$ cat config.mk
export PLATFORM = sky130hd
export DESIGN_NAME = wb_arb2
export DESIGN_NICKNAME = d
export VERILOG_FILES = /design/src/rtl/wb_arb2.sv
export SDC_FILE = /design/constraint.sdc
export NUM_CORES = 1
export LEC_CHECK = 0
export ABC_AREA = 1
export ABC_CLOCK_PERIOD_IN_PS = 5200
export BUFFER_PORTS_ARGS = -buffer_cell sky130_fd_sc_hd__clkbuf_2
export CORE_AREA = 4 4 121 123
export DETAILED_ROUTE_END_ITERATION = 8
export DIE_AREA = 0 0 125 127
export PLACE_DENSITY = 0.53
export SLEW_MARGIN = 0
export SYNTH_ARGS = -nofsm -noshare
export SYNTH_HDL_FRONTEND = slang
export SYNTH_SLANG_ARGS = --single-unit
$ cat constraint.sdc
create_clock -name wb_clk_i -period 5.2 [get_ports wb_clk_i]
set_clock_uncertainty 0.1 [all_clocks]
set_input_delay 0.78 -clock wb_clk_i [delete_from_list [all_inputs] [get_ports wb_clk_i]]
set_output_delay 0.78 -clock wb_clk_i [all_outputs]
set_load 0.05 [all_outputs]
$ cat src/rtl/wb_arb2.sv
// Two-master Wishbone arbiter (CPU + display DMA) in front of one slave RAM port.
// Round-robin on ties, grant held for the whole cyc, with a stalled-strobe watchdog.
module wb_arb2 #(
    parameter int TIMEOUT = 255
) (
    input  logic        wb_clk_i,
    input  logic        wb_rst_ni,
    input  logic [31:0] m0_adr_i,
    input  logic [31:0] m0_dat_i,
    input  logic [3:0]  m0_sel_i,
    input  logic        m0_we_i,
    input  logic        m0_stb_i,
    input  logic        m0_cyc_i,
    input  logic        m0_instr_i,
    output logic [31:0] m0_dat_o,
    output logic        m0_ack_o,
    output logic        m0_err_o,
    input  logic [31:0] m1_adr_i,
    input  logic [31:0] m1_dat_i,
    input  logic [3:0]  m1_sel_i,
    input  logic        m1_we_i,
    input  logic        m1_stb_i,
    input  logic        m1_cyc_i,
    output logic [31:0] m1_dat_o,
    output logic        m1_ack_o,
    output logic        m1_err_o,
    output logic [31:0] s_adr_o,
    output logic [31:0] s_dat_o,
    output logic [3:0]  s_sel_o,
    output logic        s_we_o,
    output logic        s_stb_o,
    output logic        s_cyc_o,
    output logic        s_instr_o,
    input  logic [31:0] s_dat_i,
    input  logic        s_ack_i,
    output logic [1:0]  grant_o
);
    localparam int CW = $clog2(TIMEOUT + 1);
    localparam logic [CW-1:0] TO_V = CW'(TIMEOUT);

    typedef enum logic [1:0] {IDLE, GNT0, GNT1} state_t;

    state_t        state_q, state_d;
    logic          last_gnt_q, last_gnt_d;
    logic [CW-1:0] cnt_q, cnt_d;
    logic [1:0]    grant_q;
    logic [1:0]    rst_sync_q;
    logic          run;
    logic          g0, g1, stb_sel, cyc_sel, timeout;

    assign run = rst_sync_q[1];
    assign g0  = (state_q == GNT0);
    assign g1  = (state_q == GNT1);

    // Assertion is immediate; release reaches the FSM only after two edges.
    always_ff @(posedge wb_clk_i or negedge wb_rst_ni) begin
        if (!wb_rst_ni) rst_sync_q <= 2'b00;
        else            rst_sync_q <= {rst_sync_q[0], 1'b1};
    end

    assign stb_sel = (g0 & m0_stb_i) | (g1 & m1_stb_i);
    assign cyc_sel = (g0 & m0_cyc_i) | (g1 & m1_cyc_i);
    // A slave ack landing on the deadline cycle still wins.
    assign timeout = (g0 | g1) && (cnt_q == TO_V) && !s_ack_i;

    always_comb begin
        state_d    = state_q;
        last_gnt_d = last_gnt_q;
        unique case (state_q)
            IDLE: if (run) begin
                if (m0_cyc_i && (!m1_cyc_i || last_gnt_q)) begin
                    state_d    = GNT0;
                    last_gnt_d = 1'b0;
                end else if (m1_cyc_i) begin
                    state_d    = GNT1;
                    last_gnt_d = 1'b1;
                end
            end
            GNT0:    if (!m0_cyc_i || timeout) state_d = IDLE;
            GNT1:    if (!m1_cyc_i || timeout) state_d = IDLE;
            default: state_d = IDLE;
        endcase
    end

    always_comb begin
        if (state_d != state_q || s_ack_i || !stb_sel) cnt_d = '0;
        else if (cnt_q != '1)                           cnt_d = cnt_q + 1'b1;
        else                                            cnt_d = cnt_q;
    end

    always_ff @(posedge wb_clk_i or negedge wb_rst_ni) begin
        if (!wb_rst_ni) begin
            state_q    <= IDLE;
            last_gnt_q <= 1'b1;
            cnt_q      <= '0;
            grant_q    <= 2'b00;
        end else begin
            state_q    <= state_d;
            last_gnt_q <= last_gnt_d;
            cnt_q      <= cnt_d;
            grant_q    <= {state_d == GNT1, state_d == GNT0};
        end
    end

    assign grant_o = grant_q;

    always_comb begin
        s_adr_o = 32'h0;
        s_dat_o = 32'h0;
        s_sel_o = 4'h0;
        s_we_o  = 1'b0;
        if (g0) begin
            s_adr_o = m0_adr_i;
            s_dat_o = m0_dat_i;
            s_sel_o = m0_sel_i;
            s_we_o  = m0_we_i;
        end else if (g1) begin
            s_adr_o = m1_adr_i;
            s_dat_o = m1_dat_i;
            s_sel_o = m1_sel_i;
            s_we_o  = m1_we_i;
        end
    end

    assign s_stb_o   = stb_sel & ~timeout;
    assign s_cyc_o   = cyc_sel & ~timeout;
    assign s_instr_o = g0 & m0_instr_i;

    assign m0_ack_o = g0 & s_ack_i;
    assign m1_ack_o = g1 & s_ack_i;
    assign m0_err_o = g0 & timeout;
    assign m1_err_o = g1 & timeout;
    assign m0_dat_o = s_dat_i;
    assign m1_dat_o = s_dat_i;
endmodule

==> impl_metrics.toml <==
[clock_tree]
clock_tree.buffer_depth = 2
root_buffer = "clkbuf_16"
cts_tree = "built"
h-tree-depth = 1
cts_hold_buf = 0
ctsResizeCount = 0
postCtsSetupBuffers = 0
cts_num_sinks = 15
clk_latency_ns = 0.24
numCtsBuffers = 3
clkSlewWorstSetupHoldPaths_ns = 0.05

[die]
initial_utilization_pct = 17.7
core_area_um2 = 13700
die_h_um = 127
io_pins = 320
dieArea_um2 = 15900
rows = 43
die_w_um = 125

[critical_path]
cp_slowest_cell = "ha_2"
cp-end-kind = "output pin"
r2r_slack_ns = 2.69
cp-start-kind = "register"
cp_data_arrival_time_ns = 2.49
crit_chain = "inv_1 -> ha_2 -> buf_4 -> nand3_1 -> nand2_1 -> clkbuf_2"
worstPathMaxFanout = 44
crit_buf_inv = 3
reg2reg_to = "cnt_q[5]"
worst_r2r_path_depth = 12
r2r-start = "state_q[0]"
max_stage_delay_ns = 0.80
worst_ep_required_time_ns = 4.32
crit_type = "register to output pin"
crit_family = "adder cells"

[placement]
placed_area_um2 = 3230
dp_slack_ns = 2.03
gp_congestion = 0.764
io_buffer_count = 223
hpwl_um = 8350

[timing]
relSlewSlack_pct = 40.1
finalCritPeriodShare_pct = 64.8
max_freq_mhz = 297
holdWs_ns = 0.245
rsz0062_at_grt = "false"
fin_crit_ns = 3.37
final_max_slew_viol_count = 0
tns_ns = 0
setup_viol = 0
worst_pin_slew_ns = 0.899
layout_setup_ws_ns = 1.83
hold_viol_final = 0

[cells_and_area]
fillers = 1576
syn_to_final_growth_pct = 36.5
layout-drive-gt1-share_pct = 47.8
final_nets = 738
antenna_cells = 0
design_area_um2 = 3300
final_util_pct = 24.2

[yosys]
ys_warn_count = 0
yosysMostFrequentCell = "nand2_1"
yosys-top-cells-area = "nand2_1 (24%), buf_4 (20%), nand3_1 (15%)"
ys_seq_elements = 15
ys_seq_area_share_pct = 15.6
synthDistinctLibCells = 33
yosys_most_used_dff = "dfrtp_1"
postSynthCellCount = 410
avgSynthCellArea_um2 = 5.91
synth_top_cell_by_area = "nand2_1"
yosys-top-cells-count = "nand2_1 (154), nand3_1 (72), buf_4 (65), inv_1 (21), clkbuf_1 (18)"
netlist_area_um2 = 2420
synth_enable_flop_cells = 0
synthesis.nets = 593
synth_top_area_share_pct = 23.9
async_reset_ff_share_pct = 100

[routing]
vias = 2972
drt-vias-per-instance = 4.05
dr.pass1.iters = 4
drt_wl_total_um = 10000
drc = 0
wl_per_cell_um = 13.6
ant_nets = 0
drt_iter0_drc = 170

[hold_path]
min_path_cells = 0
hp-class = "register to register"
whs_endpoint = "rst_sync_q[1]"
hp-start = "rst_sync_q[0]"

[status]
status = "finished clean"

[power_and_ir_drop]
p_leak_nw = 2.06
p_per_area_nw_per_um2 = 513
peakVddDrop_v = 0.000165

[global_routing]
grt_usage_pct = 11.4
antenna_found_initial = 0
first_global_vias = 2824
grt_start_max_net_pins = 73
grt_pass1_wl_um = 15000
grt.overflow.total = 0

[run]
cap_violations = 0
final cells by class:
type	count	area (um2)	share of cell area, %
tap	180	225	6.82
timing repair buffer	227	1150	34.7
clock buffer	4	78.8	2.39
sequential	15	377	11.4
inverter	25	93.8	2.84
multi-input combinational	283	1380	41.9
per-stage QoR:
| stage | cells | total power [mW] |
|---|---|---|
| after floorplan | 410 | 1.35 |
| after detailed placement | 730 | 1.57 |
| after CTS | 734 | 1.72 |
| final | 734 | 1.70 |
| after global placement | 730 | 1.57 |
| after global routing | 734 | 1.81 |
flip-flops by register name, summed over array words and instances (netlist names):
signal / cells
state_q: 2
last_gnt_q: 1
grant_o: 2
cnt_q: 8
rst_sync_q: 2
metal layers:
layer  part of all wire [%]  routed length (um)  vias to the layer above  global-route usage [%]
met3                     10                1040                        4                    3.22
met4                   0.30                  30                        0                    1.21
met2                     49                4860                      200                    19.3
met5                      0                   0                        -                       0
li1                       -                   -                     1500                       -
met1                     41                4080                     1268                    15.1
cells in the final DEF (no fill, tap or decap), drive strengths merged, types with 3 or more instances in the layout:
cell,Yosys,final
a21oi,3,3
buf,69,4
clkbuf,18,227
dfrtp,14,14
ha,5,5
inv,24,24
nand2,164,164
nand3,74,74
nor2,21,21
o21ai,4,4
cell families after synthesis:
logic type	share of synthesized area (%)
and+or+nand+nor	49.8
AOI/OAI and AO/OA	2.53
xor gates and xnor gates	1.45
other	0.155
muxes	0.465
adders and majority gates	2.58
buffers and inverters	27.5
DFF	15.6
power breakdown:
part / internal (mW) / switching [mW]
clock: 0.103 / 0.0429
combinational: 0.294 / 1.11
sequential: 0.137 / 0.0114
total: 0.535 / 1.16
worst max path at each step:
stage	depth (start not counted)	startpoint	end	slack, ns
global placement	6	state_q[0]	s_dat_o[11]	2.04
detailed placement	6	state_q[0]	s_dat_o[11]	2.03
global route	6	state_q[0]	s_dat_o[11]	1.59
finish	6	state_q[0]	s_dat_o[6]	1.83
CTS	6	state_q[0]	s_dat_o[11]	1.77
floorplan	6	state_q[1]	m0_err_o	2.62
(Power assumes the default switching activity.)
